$ cat src/rtl/irq_pending_ctrl_if.sv
// Bundles the signals between irq_pending_ctrl and its neighbours.
//   irq_in    : asynchronous request lines, bit 3 is the highest priority
//   irq_mask  : 1 hides a pending bit from the encoder (it is still captured)
//   pend_vec  : registered masked pending vector, drives the encoder data_in
//   enc_idx   : encoder index back from the encoder (bit3->00 ... bit0->11)
//   enc_valid : encoder valid (any pend_vec bit set)
//   out_valid : issued request valid
//   out_idx   : issued request index, stable while out_valid
//   out_ready : consumer accepts when out_valid & out_ready
//   overflow  : sticky per-bit flag, a request hit an already pending bit
//   clr_ovf   : one-cycle pulse that clears overflow
// master is the controller side; slave is the encoder/consumer/source side.
interface irq_pending_ctrl_if;
    logic [3:0] irq_in;
    logic [3:0] irq_mask;
    logic [3:0] pend_vec;
    logic [1:0] enc_idx;
    logic       enc_valid;
    logic       out_valid;
    logic [1:0] out_idx;
    logic       out_ready;
    logic [3:0] overflow;
    logic       clr_ovf;

    modport master (
        input  irq_in, irq_mask, enc_idx, enc_valid, out_ready, clr_ovf,
        output pend_vec, out_valid, out_idx, overflow
    );

    modport slave (
        output irq_in, irq_mask, enc_idx, enc_valid, out_ready, clr_ovf,
        input  pend_vec, out_valid, out_idx, overflow
    );
endinterface

$ cat src/rtl/irq_pending_ctrl.sv
// Request-capture stage in front of a 4-input priority encoder.
// Synchronises four asynchronous request lines, latches capture events into
// a pending register, presents pending & ~irq_mask to the encoder, issues the
// encoder's winning index over a valid/ready handshake and clears the
// serviced pending bit on acceptance.
// Ports:
//   clk   : single clock, all logic on the rising edge
//   rst_n : synchronous active-low reset
//   bus   : irq_pending_ctrl_if.master (requests, mask, encoder feedback,
//           issue handshake, overflow flags)
module irq_pending_ctrl #(
    parameter int SYNC_STAGES = 2,  // legal 2..4
    parameter int EDGE_MODE   = 1   // 1: rising-edge capture, 0: level capture
) (
    input  logic                clk,
    input  logic                rst_n,
    irq_pending_ctrl_if.master  bus
);

    typedef enum logic [1:0] {
        IDLE   = 2'd0,
        ISSUE  = 2'd1,
        SETTLE = 2'd2
    } state_t;

    // Number of post-reset samples needed before sync_out and sync_prev both
    // hold real input history.
    localparam logic [2:0] FILL_FULL = 3'(SYNC_STAGES + 1);

    logic [SYNC_STAGES-1:0][3:0] sync_q, sync_d;
    logic [3:0] sync_out;
    logic [3:0] sync_prev_q, sync_prev_d;
    logic [2:0] fill_q, fill_d;
    logic [3:0] cap;
    logic [3:0] clr;
    logic [3:0] ovf_set;
    logic [3:0] pending_q, pending_d;
    logic [3:0] pend_vec_q, pend_vec_d;
    logic [3:0] overflow_q, overflow_d;
    state_t     state_q, state_d;
    logic       out_valid_q, out_valid_d;
    logic [1:0] out_idx_q, out_idx_d;
    logic       accept;

    // Synchroniser and capture-event detection.
    // The history registers reset to zero, so a line already high when reset
    // releases would look like a fresh 0->1. Edge capture is therefore held
    // off until two genuine post-reset samples have reached the chain output.
    always_comb begin
        sync_d      = {sync_q[SYNC_STAGES-2:0], bus.irq_in};
        sync_out    = sync_q[SYNC_STAGES-1];
        sync_prev_d = sync_out;
        fill_d      = (fill_q == FILL_FULL) ? fill_q : fill_q + 3'd1;
        if (EDGE_MODE != 0) begin
            cap = (fill_q == FILL_FULL) ? (sync_out & ~sync_prev_q) : 4'b0000;
        end else begin
            cap = sync_out;
        end
    end

    assign accept = out_valid_q & bus.out_ready;

    // FSM next-state logic.
    always_comb begin
        state_d = state_q;
        case (state_q)
            IDLE:    if (bus.enc_valid) state_d = ISSUE;
            ISSUE:   if (accept)        state_d = SETTLE;
            SETTLE:                     state_d = IDLE;
            default:                    state_d = IDLE;
        endcase
    end

    // FSM outputs: issue register updates and the pending-bit clear.
    // Index 0 corresponds to pending bit 3, hence the right shift of 4'b1000.
    always_comb begin
        out_valid_d = out_valid_q;
        out_idx_d   = out_idx_q;
        clr         = 4'b0000;
        case (state_q)
            IDLE: begin
                if (bus.enc_valid) begin
                    out_valid_d = 1'b1;
                    out_idx_d   = bus.enc_idx;
                end
            end
            ISSUE: begin
                if (accept) begin
                    out_valid_d = 1'b0;
                    clr         = 4'b1000 >> out_idx_q;
                end
            end
            default: ;
        endcase
    end

    // Pending/overflow update. A capture on a bit being cleared in the same
    // cycle re-arms the bit and is not an overflow. A new overflow beats
    // clr_ovf. Level capture never flags overflow.
    always_comb begin
        ovf_set    = (EDGE_MODE != 0) ? (cap & pending_q & ~clr) : 4'b0000;
        pending_d  = (pending_q & ~clr) | cap;
        pend_vec_d = pending_d & ~bus.irq_mask;
        overflow_d = (overflow_q & ~{4{bus.clr_ovf}}) | ovf_set;
    end

    always_ff @(posedge clk) begin
        if (!rst_n) begin
            sync_q      <= '0;
            sync_prev_q <= 4'b0000;
            fill_q      <= 3'd0;
            pending_q   <= 4'b0000;
            pend_vec_q  <= 4'b0000;
            overflow_q  <= 4'b0000;
            state_q     <= IDLE;
            out_valid_q <= 1'b0;
            out_idx_q   <= 2'b00;
        end else begin
            sync_q      <= sync_d;
            sync_prev_q <= sync_prev_d;
            fill_q      <= fill_d;
            pending_q   <= pending_d;
            pend_vec_q  <= pend_vec_d;
            overflow_q  <= overflow_d;
            state_q     <= state_d;
            out_valid_q <= out_valid_d;
            out_idx_q   <= out_idx_d;
        end
    end

    assign bus.pend_vec  = pend_vec_q;
    assign bus.overflow  = overflow_q;
    assign bus.out_valid = out_valid_q;
    assign bus.out_idx   = out_idx_q;

endmodule

$ cat src/flat_wrapper.sv
// flat-port wrapper written by rule: the top's interface ports become plain ports
module irq_pending_ctrl_flat 
#(
    parameter int SYNC_STAGES = 2,               
    parameter int EDGE_MODE   = 1                                              
)
  (clk, rst_n, bus_irq_in, bus_irq_mask, bus_enc_idx, bus_enc_valid, bus_out_ready, bus_clr_ovf, bus_pend_vec, bus_out_valid, bus_out_idx, bus_overflow);
  irq_pending_ctrl_if bus_i ();
  input  logic clk;
  input  logic rst_n;
  input wire logic [$bits(bus_i.irq_in)-1:0] bus_irq_in;
  input wire logic [$bits(bus_i.irq_mask)-1:0] bus_irq_mask;
  input wire logic [$bits(bus_i.enc_idx)-1:0] bus_enc_idx;
  input wire logic [$bits(bus_i.enc_valid)-1:0] bus_enc_valid;
  input wire logic [$bits(bus_i.out_ready)-1:0] bus_out_ready;
  input wire logic [$bits(bus_i.clr_ovf)-1:0] bus_clr_ovf;
  output wire logic [$bits(bus_i.pend_vec)-1:0] bus_pend_vec;
  output wire logic [$bits(bus_i.out_valid)-1:0] bus_out_valid;
  output wire logic [$bits(bus_i.out_idx)-1:0] bus_out_idx;
  output wire logic [$bits(bus_i.overflow)-1:0] bus_overflow;
  assign bus_i.irq_in = bus_irq_in;
  assign bus_i.irq_mask = bus_irq_mask;
  assign bus_i.enc_idx = bus_enc_idx;
  assign bus_i.enc_valid = bus_enc_valid;
  assign bus_i.out_ready = bus_out_ready;
  assign bus_i.clr_ovf = bus_clr_ovf;
  assign bus_pend_vec = bus_i.pend_vec;
  assign bus_out_valid = bus_i.out_valid;
  assign bus_out_idx = bus_i.out_idx;
  assign bus_overflow = bus_i.overflow;
  irq_pending_ctrl #(.SYNC_STAGES(SYNC_STAGES), .EDGE_MODE(EDGE_MODE)) u_core (.clk(clk), .rst_n(rst_n), .bus(bus_i));
endmodule
$ cat config.mk
export PLATFORM = sky130hd
export DESIGN_NAME = irq_pending_ctrl_flat
export DESIGN_NICKNAME = d
export VERILOG_FILES = /design/src/rtl/irq_pending_ctrl_if.sv /design/src/rtl/irq_pending_ctrl.sv /design/src/flat_wrapper.sv
export SDC_FILE = /design/constraint.sdc
export NUM_CORES = 1
export LEC_CHECK = 0
export ABC_AREA = 1
export CAP_MARGIN = 10
export CORE_ASPECT_RATIO = 2
export CORE_MARGIN = 2
export CORE_UTILIZATION = 43
export DETAILED_ROUTE_END_ITERATION = 10
export GPL_TIMING_DRIVEN = 0
export PLACE_DENSITY = 0.73
export RECOVER_POWER = 50
export SYNTH_ARGS = -nofsm -noshare
export SYNTH_HDL_FRONTEND = slang
export SYNTH_SLANG_ARGS = --single-unit
export TNS_END_PERCENT = 1
$ cat constraint.sdc
create_clock -name clk -period 1.2 [get_ports clk]
set_input_delay 0.12 -clock clk [delete_from_list [all_inputs] [get_ports clk]]
set_output_delay 0.12 -clock clk [all_outputs]
set_load 0.05 [all_outputs]
* Yosys cells after proc, flatten, opt, wreduce, memory -nomap -nowiden
Index checks and enable logic that the tools add are counted.
Operators by class: bitwise operators 13, equal/unequal tests 4, add/subtract/negate cells 1, multiplexer cells 9, reductions and logical operators 5, shift operators 1
Operators with widths (number):
- $and A4 B4 Y4 | 6
- $not A4 Y4 | 4
- $mux W4 | 3
- $or A4 B4 Y4 | 2
- $mux W2 | 2
- $pmux W2 S2 | 1
- $reduce_and A2 Y1 | 2
- $shr A4 B2 Y4 const A | 1
- $add A3 B1 Y3 const B | 1
- $eq A3 B2 Y1 const B | 1
- $reduce_and A3 Y1 | 1
- $eq A2 B1 Y1 const B | 1
- $logic_not A2 Y1 | 1
- $mux W1 | 2
- $ne A2 B1 Y1 const B | 1
- $ne A2 B2 Y1 const B | 1
- $pmux W1 S2 | 1
- $reduce_bool A2 Y1 | 1
- $and A1 B1 Y1 | 1
Word-level totals: bits of input ports 15, bits in registers 32, output and inout port bits 11, logic and storage cells 43

* Longest topological paths before layout
depth after elaboration 7, mapped depth 8, gate-level depth less buffers 8

* Worst setup path before layout
No wires, ideal clock.
path type reg2reg, from reg u_core.out_valid_q, in the netlist u_core.bus.out_valid, to reg u_core.pend_vec_q[0], in the netlist u_core.bus.pend_vec[0], data required time 1089 ps, data arrival time 1222 ps, library setup time 111 ps, buffers on the path 0, stages on the path, launching flop included 8, clock period less this slack 1333 ps, setup slack -133 ps, cell sequence dfxtp_1 nand2_1 nor2_1 nand2_2 nand2_1 nand2_1 nand2_1 nor2_1
On the way: word-level cells in the longest chain between the ends 7
Ends and longest elaborated chain:
- start, declared | line irq_pending_ctrl.sv:41 | logic out_valid_q, out_valid_d;
- start signal, assigned | line irq_pending_ctrl.sv:126 | out_valid_q <= out_valid_d;
- $and A1 B1 Y1 | line irq_pending_ctrl.sv:61 | assign accept = out_valid_q & bus.out_ready;
- $mux W4 | line irq_pending_ctrl.sv:88 | if (accept) begin
- $mux W4 | line irq_pending_ctrl.sv:80 | case (state_q)
- $not A4 Y4 | line irq_pending_ctrl.sv:102 | pending_d = (pending_q & ~clr) | cap;
- $and A4 B4 Y4 | line irq_pending_ctrl.sv:102
- $or A4 B4 Y4 | line irq_pending_ctrl.sv:102
- $and A4 B4 Y4 | line irq_pending_ctrl.sv:103 | pend_vec_d = pending_d & ~bus.irq_mask;
- end signal, assigned | line irq_pending_ctrl.sv:123 | pend_vec_q <= pend_vec_d;
- end, declared | line irq_pending_ctrl.sv:38 | logic [3:0] pend_vec_q, pend_vec_d;
Every way passes these cells. A chain may end at the register's enable or synchronous reset.

* Worst setup path after layout
from reg u_core.fill_q[0], to reg u_core.overflow_q[0], in the netlist u_core.bus.overflow[0]
On the way: word-level cells in the longest chain between the ends 5
Ends and longest elaborated chain:
- start, declared | line irq_pending_ctrl.sv:33 | logic [2:0] fill_q, fill_d;
- start signal, assigned | line irq_pending_ctrl.sv:121 | fill_q <= fill_d;
- $eq A3 B2 Y1 | line irq_pending_ctrl.sv:55 | cap = (fill_q == FILL_FULL) ? (sync_out & ~sync_prev_q) : 4'b0000;
- $mux W4 | line irq_pending_ctrl.sv:55
- $and A4 B4 Y4 (2 in a row) | line irq_pending_ctrl.sv:101 | ovf_set = (EDGE_MODE != 0) ? (cap & pending_q & ~clr) : 4'b0000;
- $or A4 B4 Y4 | line irq_pending_ctrl.sv:104 | overflow_d = (overflow_q & ~{4{bus.clr_ovf}}) | ovf_set;
- end signal, assigned | line irq_pending_ctrl.sv:124 | overflow_q <= overflow_d;
- end, declared | line irq_pending_ctrl.sv:39 | logic [3:0] overflow_q, overflow_d;
Every way passes these cells.

==> impl_metrics.tcl <==
set metrics [dict create \
    p_per_area_nw_per_um2 1443 \
    drt-total-wl_um 2066 \
    synth_cells 143 \
    cp_slowest_cell "dfxtp_2" \
    regArea_um2 645.6 \
    grt_pass1_wl_um 3436 \
    grt_remaining_overflow 0 \
    cts.sinks 32 \
    setup_viol 0 \
    cp.depth 7 \
    crit_type "reg2reg" \
    maxSlewViolCount 0 \
    route.vias.total 916 \
    cp_cell_sequence "ha_4 -> ha_4 -> inv_6 -> nor2_2 -> nand2_1 -> nand3b_4 -> a21oi_2" \
    viasPerCell 4.490 \
    port-buffer-count 25 \
    place_congestion 0.6725 \
    cellLeakagePower_nw 0.7521 \
    worstMarginPinSlew_ns 0.3810 \
    ys_async_sr_fraction_pct 0 \
    finalCriticalPeriod_ns 1.181 \
    hpwl_um 1578 \
    timing.hold.ws_ns 0.3603 \
    multi_input_area_um2 439.2 \
    reg2regPathDepth 7 \
    yosys_warnings 0 \
    critPathLaunch "u_core.fill_q[0]$_SDFFE_PN0P_" \
    die-area_um2 3122 \
    synth_commonest_cells "nand2_1, dfxtp_1, inv_1" \
    wire_per_inst_um 10.13 \
    hp-class "in2reg" \
    cts_tree "built" \
    cpMostUsedCell "ha_4" \
    area_growth_pct 36.97 \
    cts_hold_buf 0 \
    rows 26 \
    die_x_um 40.53 \
    required_ns 1.41 \
    rsz0062_at_grt "true" \
    top_layer "met4" \
    syn_area_per_cell_um2 8.023 \
    cp_top_family "flip-flops" \
    grt_antenna_before_repair 0 \
    dp_slack_ns -0.1244 \
    yosys.area.top_type "dfxtp_1" \
    drc_errors 0 \
    clk_latency_ns 0.27 \
    wl_met1_um 743 \
    synth_top_area_share_pct 55.83 \
    cts-buffers-inserted 5 \
    min_delay_path_depth 2 \
    syn_area_um2 1147 \
    cp.arrival_ns 1.39 \
    skew_ns 0.004246 \
    outcome "finished, final reports clean" \
    hp-start "bus_irq_mask[0]" \
    clk_pin_slew_ns 0.06 \
    drtAntennaViolNets 0 \
    yosysUniqueCellTypes 17 \
    timing.fmax_mhz 846.6 \
    post-route-period-util_pct 98.43 \
    wl_met2_um 1161 \
    path_max_fanout 6 \
    diodes 0 \
    ys_seq_elements 32 \
    dominantRegCellSynth "dfxtp_1" \
    fp.coreArea_um2 2537 \
    cp_slowest_stage_delay_ns 0.35 \
    drtIter0Drc 9 \
    p_total_mw 2.267 \
    cts-root-buf "clkbuf_8" \
    start_kind "flip-flop" \
    vdd_drop_max_v 0.001200 \
    yosysMostFrequentCell "nand2_1" \
    nFillCells 228 \
    grt_max_degree 11 \
    synth_nets 160 \
    hold_viol_final 0 \
    synth_seq_area_share_pct 55.83 \
    cp_num_buf_inv 1 \
    cts_buffer_depth 2 \
    drive_gt1_share_pct 23.86 \
    grt_pass1_vias 893 \
    synth.area.top_cells "dfxtp_1, nand2_1, inv_1" \
    final_nets 193 \
    critPathCaptureType "flip-flop" \
    r2r-start "u_core.fill_q[0]$_SDFFE_PN0P_" \
    worst_slack_ns 0.01883 \
    io_pins 26 \
    relSlewSlack_pct 74.60 \
    globalRouteTotalUtil_pct 16.51 \
    cap_violations 0 \
    die_y_um 77.05 \
    htreeDepth 2 \
    wl_met3_um 89 \
    initial_core_util_pct 45.22 \
    synth-edff-count 0 \
    firstDrtPassIters 3 \
]
==> what timing repair did <==
item,in CTS,in global routing
endpoints found under the setup margin,23,13
pin swaps,1,3
hold endpoints to repair,0,0
buffers inserted,0,1
resized for setup,38,11
==> power breakdown <==
group | internal, mW | leakage [nW] | switching (mW)
clock | 0.393 | 0.0410 | 0.342
sequential | 1.14 | 0.263 | 0.0487
combinational | 0.158 | 0.448 | 0.188
total | 1.69 | 0.752 | 0.578
==> registers in the layout, summed over array words and instances, names as in the netlist <==
signal                flops
u_core.bus.out_idx        2
u_core.bus.out_valid      1
u_core.bus.overflow       4
u_core.bus.pend_vec       4
u_core.fill_q             3
u_core.pending_q          4
u_core.state_q            2
u_core.sync_d             4
u_core.sync_out           4
u_core.sync_prev_q        4
==> final timing paths <==
kind	endpoint	slack (ns)
max	u_core.bus.overflow[0]$_SDFF_PN0_	0.02
min reg2reg	u_core.sync_out[0]$_SDFF_PN0_	0.41
min	u_core.bus.pend_vec[0]$_SDFF_PN0_	0.36
max reg2reg	u_core.bus.overflow[0]$_SDFF_PN0_	0.02
==> cell families (layout without fill, tap and decap cells) <==
group | Yosys count | count (layout) | synth area share, %
fa+ha+maj | 2 | 2 | 2.181
xor+xnor | 1 | 1 | 0.7635
compound gates | 13 | 13 | 6.653
simple gates | 66 | 66 | 24.97
flops | 32 | 32 | 55.83
buf+inv | 29 | 62 | 9.595
==> metrics by stage <==
stage / instance area [um^2] / util, % / setup TNS [ns] / cells
floorplan: 1150 / - / -0.1813 / 143
global placement: 1435 / 56.56 / -0.7914 / 196
detailed placement: 1435 / 56.56 / -1.150 / 196
CTS: 1553 / 61.19 / -0.009445 / 203
global route: 1572 / 61.93 / -0.2902 / 204
finish: 1572 / 61.93 / 0 / 204
==> per-layer routing <==
metal	global-route usage, %	vias up
li1	-	487
met1	13.88	401
met2	28.25	23
met3	6.069	5
met4	11.00	0
met5	0	-
==> worst reg2reg max path: stages, from the launching register on <==
cell,delay (ns)
dfxtp_2,0.35
ha_4,0.14
ha_4,0.16
inv_6,0.05
nor2_2,0.07
nand2_1,0.07
nand3b_4,0.16
a21oi_2,0.11
==> layout by cell type (no fill, tap or decap), drive strengths merged <==
master / count
a21oi: 9
nand3b: 1
o21ai: 4
nand2: 41
clkinv: 1
dfxtp: 32
buf: 3
nand3: 4
clkdlybuf4s50: 14
xor2: 1
ha: 2
clkdlybuf4s15: 9
nor2: 20
clkbuf: 8
inv: 27
==> layout make-up <==
class                   instances  area share (%)
plain buffers                   2          0.5573
clock buffers                   6           4.618
clock inverters                 1          0.3185
inverters                      27           6.768
multi-input cells              82           27.95
flip-flops and latches         32           41.08
well taps                      28           2.229
repair buffers                 26           16.48
No activity file was read; power rests on OpenSTA's default activity.
